[config.mk]
export PLATFORM = sky130hd
export DESIGN_NAME = comp_nbit_seq_flat
export DESIGN_NICKNAME = d
export VERILOG_FILES = /design/src/rtl/comp_nbit_seq_pkg.sv /design/src/rtl/comp_nbit_seq_if.sv /design/src/rtl/comp_nbit_seq_comp_digit.sv /design/src/rtl/comp_nbit_seq.sv /design/src/flat_wrapper.sv
export SDC_FILE = /design/constraint.sdc
export NUM_CORES = 1
export LEC_CHECK = 0
export BUFFER_PORTS_ARGS = -buffer_cell sky130_fd_sc_hd__buf_2
export CORE_ASPECT_RATIO = 1.1
export CORE_UTILIZATION = 45
export DETAILED_ROUTE_END_ITERATION = 16
export MAX_ROUTING_LAYER = met4
export PLACE_DENSITY = 0.71
export SLEW_MARGIN = 20
export SYNTH_ARGS = -nofsm -noshare
export SYNTH_HDL_FRONTEND = slang
export SYNTH_SLANG_ARGS = --single-unit
[constraint.sdc]
create_clock -name clk -period 2.3 [get_ports clk]
set_clock_uncertainty 0.15 [all_clocks]
set_input_delay 0.46 -clock clk [delete_from_list [all_inputs] [get_ports clk]]
set_output_delay 0.46 -clock clk [all_outputs]
set_load 0.01 [all_outputs]
[src/rtl/comp_nbit_seq_pkg.sv]
// Shared types and constants for the sequential magnitude comparator.
package comp_nbit_seq_pkg;

  // Controller states.
  typedef enum logic [1:0] {
    StIdle = 2'd0,
    StCmp  = 2'd1,
    StDone = 2'd2
  } state_e;

  // Bit positions within the {eq, gt, lt} result code.
  localparam int unsigned ZEq = 2;
  localparam int unsigned ZGt = 1;
  localparam int unsigned ZLt = 0;

  // One-hot result codes.
  localparam logic [2:0] REq = 3'b100;
  localparam logic [2:0] RGt = 3'b010;
  localparam logic [2:0] RLt = 3'b001;

  // Map a pair of magnitude flags onto the one-hot code; equal when neither is set.
  function automatic logic [2:0] result_code(input logic gt, input logic lt);
    logic [2:0] code;
    code = REq;
    if (gt) begin
      code = RGt;
    end else if (lt) begin
      code = RLt;
    end
    return code;
  endfunction

endpackage

[src/rtl/comp_nbit_seq_if.sv]
// Handshake bundle: operand/mode input channel, result output channel and status.
interface comp_nbit_seq_if #(
  parameter int unsigned WIDTH = 8
);
  logic             in_valid;
  logic             in_ready;
  logic [WIDTH-1:0] a;
  logic [WIDTH-1:0] b;
  logic             signed_mode;
  logic             out_valid;
  logic             out_ready;
  logic [2:0]       z;
  logic             busy;

  // Upstream/downstream environment side.
  modport master (
    output in_valid, a, b, signed_mode, out_ready,
    input  in_ready, out_valid, z, busy
  );

  // Comparator side.
  modport slave (
    input  in_valid, a, b, signed_mode, out_ready,
    output in_ready, out_valid, z, busy
  );
endinterface

[src/rtl/comp_nbit_seq_comp_digit.sv]
// Combinational compare of one DIGIT-bit slice pair, giving the one-hot {eq, gt, lt} code.
module comp_digit
  import comp_nbit_seq_pkg::*;
#(
  parameter int unsigned DIGIT = 2
) (
  input  logic [DIGIT-1:0] a_i,
  input  logic [DIGIT-1:0] b_i,
  output logic [2:0]       z_o
);

  // Unsigned slice compare.
  always_comb begin
    z_o = result_code(a_i > b_i, a_i < b_i);
  end

endmodule

[src/rtl/comp_nbit_seq.sv]
// Multi-cycle magnitude comparator: walks the operands MSB-first one slice per clock and
// stops at the first differing slice. Signed mode flips both sign bits on capture so the
// unsigned slice compare orders two's-complement values correctly.
module comp_nbit_seq
  import comp_nbit_seq_pkg::*;
#(
  parameter int unsigned WIDTH = 8,
  parameter int unsigned DIGIT = 2
) (
  input  logic            clk,
  input  logic            rst_n,
  comp_nbit_seq_if.slave  bus_io
);

  localparam int unsigned NDIG = WIDTH / DIGIT;
  localparam int unsigned IdxW = (NDIG > 1) ? $clog2(NDIG) : 1;
  localparam logic [IdxW-1:0] IdxTop = IdxW'(NDIG - 1);

  if ((WIDTH < DIGIT) || (WIDTH % DIGIT != 0)) begin : gen_bad_params
    $error("WIDTH must be a non-zero multiple of DIGIT");
  end

  state_e           state_q;
  logic [WIDTH-1:0] a_q, b_q;
  logic [IdxW-1:0]  idx_q;
  logic [2:0]       z_q;
  logic             out_valid_q;

  logic [WIDTH-1:0] sign_flip;
  logic [DIGIT-1:0] a_dig, b_dig;
  logic [2:0]       dig_res;

  // Slice selection and sign-bit mask for operand capture.
  always_comb begin
    sign_flip            = '0;
    sign_flip[WIDTH-1]   = bus_io.signed_mode;
    a_dig                = a_q[idx_q*DIGIT +: DIGIT];
    b_dig                = b_q[idx_q*DIGIT +: DIGIT];
  end

  comp_digit #(
    .DIGIT (DIGIT)
  ) u_comp_digit (
    .a_i (a_dig),
    .b_i (b_dig),
    .z_o (dig_res)
  );

  // Controller: capture, slice walk, result hold until the output handshake.
  always_ff @(posedge clk or negedge rst_n) begin
    if (!rst_n) begin
      state_q     <= StIdle;
      a_q         <= '0;
      b_q         <= '0;
      idx_q       <= '0;
      z_q         <= 3'b000;
      out_valid_q <= 1'b0;
    end else begin
      unique case (state_q)
        StIdle: begin
          if (bus_io.in_valid) begin
            a_q     <= bus_io.a ^ sign_flip;
            b_q     <= bus_io.b ^ sign_flip;
            idx_q   <= IdxTop;
            state_q <= StCmp;
          end
        end
        StCmp: begin
          if (!dig_res[ZEq]) begin
            z_q         <= dig_res;
            out_valid_q <= 1'b1;
            state_q     <= StDone;
          end else if (idx_q == '0) begin
            z_q         <= REq;
            out_valid_q <= 1'b1;
            state_q     <= StDone;
          end else begin
            idx_q <= idx_q - 1'b1;
          end
        end
        StDone: begin
          if (bus_io.out_ready) begin
            z_q         <= 3'b000;
            out_valid_q <= 1'b0;
            state_q     <= StIdle;
          end
        end
        default: begin
          state_q <= StIdle;
        end
      endcase
    end
  end

  // Status and result outputs, all decoded from registered state.
  always_comb begin
    bus_io.in_ready  = (state_q == StIdle);
    bus_io.busy      = (state_q == StCmp);
    bus_io.out_valid = out_valid_q;
    bus_io.z         = z_q;
  end

endmodule

[src/flat_wrapper.sv]
// flat-port wrapper written by rule: the top's interface ports become plain ports
module comp_nbit_seq_flat import comp_nbit_seq_pkg::*;
#(
  parameter int unsigned WIDTH = 8,
  parameter int unsigned DIGIT = 2
)
  (clk, rst_n, bus_io_in_valid, bus_io_a, bus_io_b, bus_io_signed_mode, bus_io_out_ready, bus_io_in_ready, bus_io_out_valid, bus_io_z, bus_io_busy);
  comp_nbit_seq_if #(.WIDTH(WIDTH)) bus_io_i ();
  input  logic clk;
  input  logic rst_n;
  input wire logic [$bits(bus_io_i.in_valid)-1:0] bus_io_in_valid;
  input wire logic [$bits(bus_io_i.a)-1:0] bus_io_a;
  input wire logic [$bits(bus_io_i.b)-1:0] bus_io_b;
  input wire logic [$bits(bus_io_i.signed_mode)-1:0] bus_io_signed_mode;
  input wire logic [$bits(bus_io_i.out_ready)-1:0] bus_io_out_ready;
  output wire logic [$bits(bus_io_i.in_ready)-1:0] bus_io_in_ready;
  output wire logic [$bits(bus_io_i.out_valid)-1:0] bus_io_out_valid;
  output wire logic [$bits(bus_io_i.z)-1:0] bus_io_z;
  output wire logic [$bits(bus_io_i.busy)-1:0] bus_io_busy;
  assign bus_io_i.in_valid = bus_io_in_valid;
  assign bus_io_i.a = bus_io_a;
  assign bus_io_i.b = bus_io_b;
  assign bus_io_i.signed_mode = bus_io_signed_mode;
  assign bus_io_i.out_ready = bus_io_out_ready;
  assign bus_io_in_ready = bus_io_i.in_ready;
  assign bus_io_out_valid = bus_io_i.out_valid;
  assign bus_io_z = bus_io_i.z;
  assign bus_io_busy = bus_io_i.busy;
  comp_nbit_seq #(.WIDTH(WIDTH), .DIGIT(DIGIT)) u_core (.clk(clk), .rst_n(rst_n), .bus_io(bus_io_i));
endmodule
==> summary.log, run 1 <==
INFO  outcome        outcome=complete, no violations
INFO  global_routing grt_overflow_total=0
INFO  layout         drive_gt1_share=51.2%
INFO  die            chipHeight=56.5um
INFO  die            num_io_pins=27
INFO  detailed_routing dr_wl_cell=13.5um
INFO  layout         nNetsFinal=151
INFO  timing         worst-slew-pin-transition=0.523ns
INFO  detailed_routing detail_route.drc_violations=0
INFO  pwr            report.power.total=2.21mW
INFO  timing         number_of_hold_violations_in_the_final_report=0
INFO  min_path       hp-class=input pin to flop
INFO  detailed_routing first_iter_violations=15
INFO  layout         multi_input_area=584um2
INFO  die            std_cell_core_area=2520um2
INFO  timing         final_min_period_over_clock_period=96.7%
INFO  logic_synthesis synth_sequential_area_ratio=49.5%
INFO  placed_design  total_placed_cells_including_tap_cells=150
INFO  die            die_area=2910um2
INFO  layout         fin_cells=156
INFO  detailed_routing finalWirelength=2100um
INFO  global_routing gr-usage-all-layers=17.4%
INFO  clock_network  clk_latency=0.31ns
INFO  detailed_routing via_count=832
INFO  clock_network  cts_inserted_buffers=3
INFO  clock_network  ctsHtreeMaxLevel=1
INFO  layout         most-common-layout-cells=26 x buf_2, 23 x dfrtp_1, 14 x mux2_2
INFO  timing         finalSetupViolCount=0
INFO  setup_path     timing.critical_path.fanout_max=5
INFO  logic_synthesis synthesis.area=1210um2
INFO  placed_design  pre_cts_slack=-0.0949ns
INFO  setup_path     timing.critical_path.to_type=flop
INFO  logic_synthesis synth.avg_cell_area=13.1um2
INFO  die            floorplan.initialDensity=48.2%
INFO  setup_path     worst_path_max_delay_cell=mux4_2
INFO  timing         hold_worst_slack=0.169ns
INFO  timing         setup_repair_after_global_routing_missed_its_margin=true
INFO  logic_synthesis yosys_warnings=0
INFO  die            die_w=51.5um
INFO  layout         final-seq-area=602um2
INFO  detailed_routing route.detailed.vias_per_inst=5.33
INFO  global_routing antenna_violations_before_repair=0
INFO  global_routing grt_first_pass_wirelength=3580um
INFO  pwr            leakagePower=0.671nW
INFO  setup_path     path_class=flop to flop
INFO  timing         timing.final.max_slew_violations=0
INFO  logic_synthesis synth_nets=117
INFO  logic_synthesis ys_ff_latch=24
INFO  setup_path     startpoint_type=flop
INFO  timing         fmax=450MHz
INFO  job            maxCapViolCount=0
INFO  setup_path     worst_ep_arrival_time=2.29ns
INFO  timing         finalWorstSetupSlack=0.0767ns
INFO  timing         finalCriticalPeriod=2.22ns
INFO  placed_design  io_buffers=26
INFO  layout         antenna_cells=0
INFO  layout         area_growth_syn_to_layout=20.5%
INFO  logic_synthesis netlist-cell-type-count=28
INFO  clock_network  cts_buffer_depth=2
INFO  detailed_routing antenna_violating_nets_post_route=0
INFO  layout         final_common_cell=buf_2
INFO  pwr            power.ir.vdd_worst=0.000858V
INFO  clock_network  clock-root-buffer=clkbuf_4
INFO  detailed_routing firstDrtPassIters=4
INFO  clock_network  cts.clk_slew.worst_paths=0.12ns
INFO  setup_path     crit_required=2.36ns
INFO  global_routing grt_max_degree=25
INFO  setup_path     maximum_cell_stage_delay_along_the_critical_path=0.49ns
INFO  setup_path     cp_num_buf_inv=3
INFO  logic_synthesis synthesis.instances=93
INFO  clock_network  tritoncts=yes
INFO  global_routing first_global_vias=858
INFO  pwr            power_density=1510nW/um2
INFO  placed_design  finalWeightedCongestion=0.749
INFO  setup_path     crit_family=multiplexers
INFO  clock_network  tritoncts_num_sinks=24
INFO  die            core.rowCount=19
INFO  timing         timing.max_slew.rel_slack=65.1%
INFO  layout         fill_count=230
INFO  setup_path     crit_chain=buf_6 -> mux4_2 -> inv_2 -> ha_4 -> nand2_4 -> buf_4 -> o31ai_1 -> a221oi_1
final timing paths:
kind,start,end,slack (ns),cells after the start
worst max-delay path,u_core.idx_q[0],u_core.bus_io.z[1],0.08,8
worst min-delay path,bus_io_out_ready,u_core.state_q[1],0.17,2
worst max register to register,u_core.idx_q[0],u_core.bus_io.z[1],0.08,8
worst min register to register,u_core.a_q[6],u_core.a_q[6],0.37,1
max in group asynchronous,rst_n,u_core.idx_q[0],1.13,2
min in group asynchronous,rst_n,u_core.bus_io.z[1],0.49,2
where the power goes:
part	leakage [nW]	internal, mW	switching [mW]
Sequential	0.280	0.618	0.163
Combinational	0.377	0.699	0.552
Clock	0.0138	0.0614	0.117
Total	0.671	1.38	0.831
logic make-up after synthesis:
group | synth area share [%]
AOI/OAI and AO/OA | 8.76
xor gates and xnor gates | 1.44
adders and majority gates | 3.09
buffers and inverters | 5.05
DFF | 49.5
muxes | 22.1
and+or+nand+nor | 10.1
sequential cells by signal (all words and copies together) (netlist names):
name	flops
u_core.state_q	2
u_core.bus_io.z	3
u_core.a_q	8
u_core.idx_q	2
u_core.bus_io.out_valid	1
u_core.b_q	8
layer usage:
metal / routed length, um / GRT usage, % / up-vias
met2: 1050 / 28.4 / 30
met5: 0 / - / -
met4: 96 / 10.4 / 0
met1: 844 / 19.3 / 396
met3: 106 / 3.25 / 8
li1: - / - / 398
Yosys cell counts:
cell type   n  area, um2
o21ai_0     3       15.0
nor2b_4     1       13.8
mux2i_1     2       20.0
a221oi_1    1       8.76
nor3b_4     1       18.8
o21a_1      1       7.51
nor2b_2     1       8.76
nand3_1     1       5.00
mux4_2      4       90.1
dfrtp_1    24        601
buf_2       1       5.00
inv_1       7       26.3
mux2_2     14        158
nor2b_1     1       6.26
buf_6       2       22.5
nor3_1      2       10.0
nor2_1      5       18.8
xnor2_1     2       17.5
ha_1        3       37.5
nor4b_4     1       23.8
buf_4       1       7.51
or2_2       1       6.26
a21oi_1     5       25.0
o31ai_1     3       22.5
nand2_1     3       11.3
a21o_2      1       8.76
o211a_1     1       10.0
o311ai_0    1       8.76
through the flow:
stage                     utilization [%]  area (um2)  TNS (ns)
final                                58.0        1460         0
after global routing                 58.0        1460    -0.132
after CTS                            56.0        1410         0
after detailed placement             54.7        1380    -0.165
after global placement               54.7        1380   -0.0131
after floorplan                         -        1210         0
cell type report:
class / instances / area share, %
well taps: 31 / 2.65
repair buffers: 33 / 12.9
inverters: 7 / 1.80
clock buffers: 3 / 1.54
multi-input cells: 58 / 39.9
flip-flops and latches: 24 / 41.1
repair_timing:
item	CTS	global route
pin swaps	0	4
setup buffers	0	2
setup endpoints to repair	4	6
gates resized for setup	2	6
hold endpoints to repair	24	0
hold buffers	1	0
Power figures use the tool's default switching activity.
==> run 2: changes to the inputs <==
Settings changed: CORE_UTILIZATION 45 to 35, PLACE_DENSITY 0.71 to unset.
==> run 2 against run 1 <==
Against the previous run:
- final area decreased by 1.2%
- hold slack improved by 0.011 ns
- clock-buffer cell count unchanged
- clock power about the same
- highest routed layer unchanged
- wire length increased by 3.9%
==> summary.log, run 2 (synthesis gave the netlist of run 1 again) <==
INFO  die            floorplan.initialDensity=36.4% [-12 points]
INFO  setup_path     worst_ep_arrival_time=2.27ns [-0.02 ns]
INFO  layout         nNetsFinal=148 [-2.0%]
INFO  setup_path     cp_num_buf_inv=0 [-3]
INFO  detailed_routing antenna_violating_nets_post_route=0 [unchanged]
INFO  layout         final_core_util=43.4% [-15 points]
INFO  pwr            power_density=1440nW/um2 [-4.5%]
INFO  min_path       hp-class=input pin to flop
INFO  layout         antenna_cells=0 [unchanged]
INFO  pwr            report.power.total=2.09mW [-5.7%]
INFO  pwr            power.ir.vdd_worst=0.000537V [-37%]
INFO  placed_design  place_area=1390um2 [+1.0%]
INFO  layout         multi_input_area=572um2 [-2.1%]
INFO  pwr            leakagePower=0.654nW [-2.5%]
INFO  layout         most-common-layout-cells=26 x buf_2, 23 x dfrtp_1, 14 x mux2_2
INFO  clock_network  clock-root-buffer=clkbuf_4
INFO  setup_path     timing.critical_path.fanout_max=6 [+1]
INFO  die            die_w=58.1um [+13%]
INFO  global_routing grt_overflow_total=0 [unchanged]
INFO  detailed_routing first_iter_violations=67 [+52]
INFO  setup_path     crit_chain=mux4_2 -> ha_1 -> nand2_2 -> nor4b_4 -> mux2i_1
INFO  setup_path     startpoint_type=flop
INFO  layout         drive_gt1_share=49.2% [-2.0 points]
INFO  die            num_io_pins=27 [unchanged]
INFO  placed_design  dpl.hpwl=1650um
INFO  timing         number_of_hold_violations_in_the_final_report=0 [unchanged]
INFO  clock_network  cts_buffer_depth=2 [unchanged]
INFO  layout         final-seq-area=602um2 [unchanged]
INFO  clock_network  cts_inserted_buffers=3 [unchanged]
INFO  clock_network  tritoncts_num_sinks=24 [unchanged]
INFO  clock_network  ctsHtreeMaxLevel=1 [unchanged]
INFO  detailed_routing via_count=820 [-1.4%]
INFO  outcome        outcome=complete, no violations
INFO  job            maxCapViolCount=0 [unchanged]
INFO  timing         timing.final.max_slew_violations=0 [unchanged]
INFO  placed_design  io_buffers=26 [unchanged]
INFO  layout         area_growth_syn_to_layout=19.1%
INFO  detailed_routing dr_wl_cell=12.8um [-4.7%]
INFO  detailed_routing finalWirelength=2180um [+3.9%]
INFO  die            core.rowCount=22 [+3]
INFO  layout         final_common_cell=buf_2
INFO  global_routing antenna_violations_before_repair=0 [unchanged]
INFO  timing         worst-slew-pin-transition=0.530ns [+0.00629 ns]
INFO  global_routing grt_first_pass_wirelength=3770um [+5.2%]
INFO  detailed_routing route.detailed.vias_per_inst=4.82 [-9.6%]
INFO  timing         final_min_period_over_clock_period=95.4% [-1.3 points]
INFO  placed_design  finalWeightedCongestion=0.760 [+1.5%]
INFO  timing         fmax=456MHz [+1.3%]
INFO  pwr            clk_pwr_share=8.5% [+0.4 points]
INFO  clock_network  tritoncts=yes
INFO  pwr            power_report.internal_total=1.30mW [-5.6%]
INFO  timing         timing.max_slew.rel_slack=64.7% [-0.42 points]
INFO  setup_path     worst_path_max_delay_cell=mux4_2
INFO  die            std_cell_core_area=3330um2 [+32%]
INFO  global_routing grt_max_degree=25 [unchanged]
INFO  global_routing gr-usage-all-layers=13.6% [-3.8 points]
INFO  detailed_routing firstDrtPassIters=4 [unchanged]
INFO  die            die_area=3710um2 [+27%]
INFO  timing         finalSetupViolCount=0 [unchanged]
INFO  global_routing first_global_vias=835 [-2.7%]
INFO  timing         setup_repair_after_global_routing_missed_its_margin=false
INFO  pwr            power.switching_fraction=37.6% [about the same]
INFO  detailed_routing detail_route.drc_violations=0 [unchanged]
INFO  setup_path     crit_family=multiplexers
INFO  timing         finalWorstSetupSlack=0.106ns [+0.0293 ns]
INFO  die            chipHeight=63.8um [+13%]
INFO  layout         fill_count=323 [+40%]
INFO  setup_path     path_class=flop to flop
INFO  pwr            comb_power_share=54.0% [-2.6 points]
INFO  layout         layout.cell_area.non_filler=1450um2 [-1.2%]
INFO  timing         finalCriticalPeriod=2.19ns [-0.0293 ns]
INFO  clock_network  cts.clk_slew.worst_paths=0.12ns [about the same]
INFO  setup_path     maximum_cell_stage_delay_along_the_critical_path=0.52ns [+0.03 ns]
INFO  pwr            switchingPower=0.784mW [-5.7%]
INFO  pwr            sequentialPowerShare=37.5% [+2.2 points]
INFO  setup_path     crit_required=2.38ns [+0.02 ns]
INFO  clock_network  clk_latency=0.30ns [about the same]
INFO  setup_path     timing.critical_path.to_type=flop
INFO  placed_design  pre_cts_slack=-0.0864ns [+0.00855 ns]
-- run 2: final cells by class --
type	instances	area share [%]
clock buffer	3	1.56
inverter	7	1.82
multi-input combinational	58	39.6
sequential	24	41.6
tap	48	4.16
timing repair buffer	30	11.3
-- run 2: path summary, 6_finish.rpt --
kind | from | endpoint | slack, ns | cells after the start
worst max-delay path | u_core.idx_q[0] | u_core.idx_q[0] | 0.11 | 5
worst min-delay path | bus_io_out_ready | u_core.state_q[1] | 0.18 | 2
worst max register to register | u_core.idx_q[0] | u_core.idx_q[0] | 0.11 | 5
worst min register to register | u_core.b_q[1] | u_core.b_q[1] | 0.38 | 1
max in group asynchronous | rst_n | u_core.idx_q[0] | 1.12 | 2
min in group asynchronous | rst_n | u_core.bus_io.out_valid | 0.50 | 2
-- run 2: per-layer routing --
metal	global-route usage [%]	part of all wire, %	vias to the layer above
met4	5.36	0.46	0
met1	18.5	45	401
met2	20.5	51	24
met5	-	0	-
met3	1.82	4.1	2
li1	-	-	393
-- run 2: per-stage QoR --
stage	setup TNS (ns)	hold WS (ns)	std cells
2_1_floorplan	0	0.0144	93
3_3_place_gp	-0.00828	0.315	166
3_5_place_dp	-0.163	0.320	166
4_1_cts	0	0.167	170
5_1_grt	0	0.171	170
6_report	0	0.180	170
-- run 2: timing repair --
item,4_1_cts,5_1_grt
pin swaps,0,1
gates resized for setup,2,3
endpoints found under the hold margin,24,0
buffers inserted,0,0
hold buffers,1,0
setup endpoints to repair,4,4
-- run 2: power by group through the flow --
stage	combinational [mW]	sequential, mW	clock (mW)
floorplan	0.834	0.723	0
global placement	0.989	0.783	0
detailed placement	1.03	0.797	0
CTS	1.04	0.787	0.188
global route	1.24	0.818	0.205
finish	1.13	0.782	0.176
==> run 3: changes to the inputs <==
Settings changed: PLACE_DENSITY_LB_ADDON set to 0.25.
==> run 3 against run 2 <==
Against the previous run:
- wire length fell by 4.8%
- highest routed layer unchanged
- critical path type unchanged
- first-iteration DRC count fell by 72%
- critical path depth rose by 1
- sequential share of layout area fell by 0.39 points
==> summary.log, run 3 (synthesis gave the netlist of run 1 again) <==
INFO  outcome        outcome=complete, no violations
INFO  setup_path     crit_required=2.33ns [-0.05 ns]
INFO  clock_network  clk_latency=0.29ns [about the same]
INFO  layout         nNetsFinal=148 [unchanged]
INFO  pwr            leakagePower=0.659nW [+0.83%]
INFO  pwr            power_density=1460nW/um2 [+1.4%]
INFO  clock_network  tritoncts=yes
INFO  placed_design  pre_cts_slack=-0.0719ns [+0.0145 ns]
INFO  detailed_routing detail_route.drc_violations=0 [unchanged]
INFO  layout         drive_gt1_share=50.8% [+1.6 points]
INFO  timing         finalSetupViolCount=0 [unchanged]
INFO  die            die_w=58.1um [unchanged]
INFO  timing         setup_tns=0ns [unchanged]
INFO  die            die_area=3710um2 [unchanged]
INFO  detailed_routing route.detailed.vias_per_inst=4.73 [-2.0%]
INFO  timing         finalCriticalPeriod=2.19ns [-0.00654 ns]
INFO  placed_design  finalWeightedCongestion=0.778 [+2.3%]
INFO  setup_path     ff2ff_path_depth=6 [+1]
INFO  global_routing first_global_vias=868 [+4.0%]
INFO  detailed_routing first_iter_violations=19 [-72%]
INFO  setup_path     path_class=flop to flop
INFO  timing         fmax=457MHz [+0.30%]
INFO  clock_network  tritoncts_num_sinks=24 [unchanged]
INFO  timing         timing.final.max_slew_violations=0 [unchanged]
INFO  layout         most-common-layout-cells=26 x buf_2, 23 x dfrtp_1, 14 x mux2_2
INFO  placed_design  io_buffers=26 [unchanged]
INFO  global_routing antenna_violations_before_repair=0 [unchanged]
INFO  setup_path     critical_path.reg2reg.endpoint=u_core.bus_io.z[1]
INFO  clock_network  ctsHtreeMaxLevel=1 [unchanged]
INFO  setup_path     timing.critical_path.fanout_max=6 [unchanged]
INFO  detailed_routing antenna_violating_nets_post_route=0 [unchanged]
INFO  timing         final_min_period_over_clock_period=95.1% [-0.28 points]
INFO  timing         hold_worst_slack=0.182ns [+0.00145 ns]
INFO  detailed_routing finalWirelength=2080um [-4.8%]
INFO  global_routing grt_first_pass_wirelength=3630um [-3.7%]
INFO  global_routing gr-usage-all-layers=12.7% [-0.84 points]
INFO  setup_path     worst_ep_arrival_time=2.22ns [-0.05 ns]
INFO  timing         number_of_hold_violations_in_the_final_report=0 [unchanged]
INFO  setup_path     r2r_slack=0.11ns [about the same]
INFO  detailed_routing firstDrtPassIters=3 [-1]
INFO  layout         final_common_cell=buf_2
INFO  detailed_routing via_count=804 [-2.0%]
INFO  pwr            report.power.total=2.13mW [+2.4%]
INFO  timing         timing.max_slew.rel_slack=64.5% [-0.14 points]
INFO  die            core.rowCount=22 [unchanged]
INFO  setup_path     startpoint_type=flop
INFO  setup_path     timing.critical_path.to_type=flop
INFO  layout         fin_cells=170 [unchanged]
INFO  clock_network  cts_inserted_buffers=3 [unchanged]
INFO  placed_design  total_placed_cells_including_tap_cells=166 [unchanged]
INFO  clock_network  cts.clk_slew.worst_paths=0.12ns [about the same]
INFO  min_path       whs_endpoint=u_core.state_q[1]
INFO  die            std_cell_core_area=3330um2 [unchanged]
INFO  layout         fill_count=320 [-0.93%]
INFO  min_path       hp-class=input pin to flop
INFO  die            floorplan.initialDensity=36.4% [unchanged]
INFO  timing         finalWorstSetupSlack=0.113ns [+0.00654 ns]
INFO  pwr            power.ir.vdd_worst=0.000555V [+3.5%]
INFO  min_path       whs_path_depth=2 [unchanged]
INFO  detailed_routing dr_wl_cell=12.2um [-4.8%]
INFO  layout         antenna_cells=0 [unchanged]
INFO  min_path       hold_start=bus_io_out_ready
INFO  timing         worst-slew-pin-transition=0.532ns [+0.00209 ns]
INFO  job            maxCapViolCount=0 [unchanged]
INFO  setup_path     worstReg2RegStart=u_core.idx_q[0]
INFO  die            chipHeight=63.8um [unchanged]
INFO  clock_network  cts_buffer_depth=2 [unchanged]
INFO  placed_design  dpl.hpwl=1530um [-7.4%]
INFO  layout         area_growth_syn_to_layout=20.2%
INFO  clock_network  clock-root-buffer=clkbuf_4
INFO  global_routing grt_overflow_total=0 [unchanged]
INFO  die            num_io_pins=27 [unchanged]
INFO  global_routing grt_max_degree=25 [unchanged]
## run 3: metrics by stage
stage | instance area, um2 | util [%]
2_1_floorplan | 1210 | -
3_3_place_gp | 1390 | 41.8
3_5_place_dp | 1390 | 41.8
4_1_cts | 1430 | 42.8
5_1_grt | 1460 | 43.8
6_report | 1460 | 43.8
## run 3: where the power goes
part	leakage, nW	switching, mW	internal [mW]
Sequential	0.280	0.153	0.618
Clock	0.0138	0.110	0.0609
Combinational	0.365	0.536	0.657
## run 3: area by class of cell
type | instances | area, um2 | area share [%]
Inverter | 7 | 26.3 | 1.80
Timing Repair Buffer | 30 | 163 | 11.1
Multi-Input combinational cell | 58 | 586 | 40.1
Clock buffer | 3 | 22.5 | 1.54
Sequential cell | 24 | 602 | 41.3
Tap cell | 48 | 60.1 | 4.12
## run 3: critical path, stage by stage, from the launching register on
cell,delay [ns]
dfrtp_2,0.47
mux4_2,0.53
ha_1,0.33
nand2_2,0.09
buf_4,0.15
o31ai_2,0.25
a221oi_2,0.10
## run 3: worst max-delay path by stage
stage,startpoint,to,cells past startpoint
floorplan,u_core.idx_q[0],u_core.state_q[1],6
global placement,u_core.idx_q[0],u_core.state_q[1],5
detailed placement,u_core.idx_q[0],u_core.state_q[1],5
CTS,u_core.idx_q[0],u_core.bus_io.z[1],6
global route,u_core.idx_q[0],u_core.bus_io.z[1],6
finish,u_core.idx_q[0],u_core.bus_io.z[1],6
## run 3: layer usage
| metal | routed length (um) | up-vias | GRT usage [%] |
|---|---|---|---|
| li1 | - | 389 | - |
| met1 | 938 | 392 | 15.8 |
| met2 | 1060 | 21 | 21.8 |
| met3 | 64 | 2 | 1.82 |
| met4 | 12 | 0 | 2.98 |
| met5 | 0 | - | - |
## run 3: what timing repair did
item | 4_1_cts | 5_1_grt
resized for setup | 2 | 6
cloned | 0 | 0
endpoints found under the hold margin | 24 | 0
setup endpoints to repair | 6 | 4
pin swaps | 0 | 1
hold buffers | 1 | 0
buffers inserted | 0 | 0
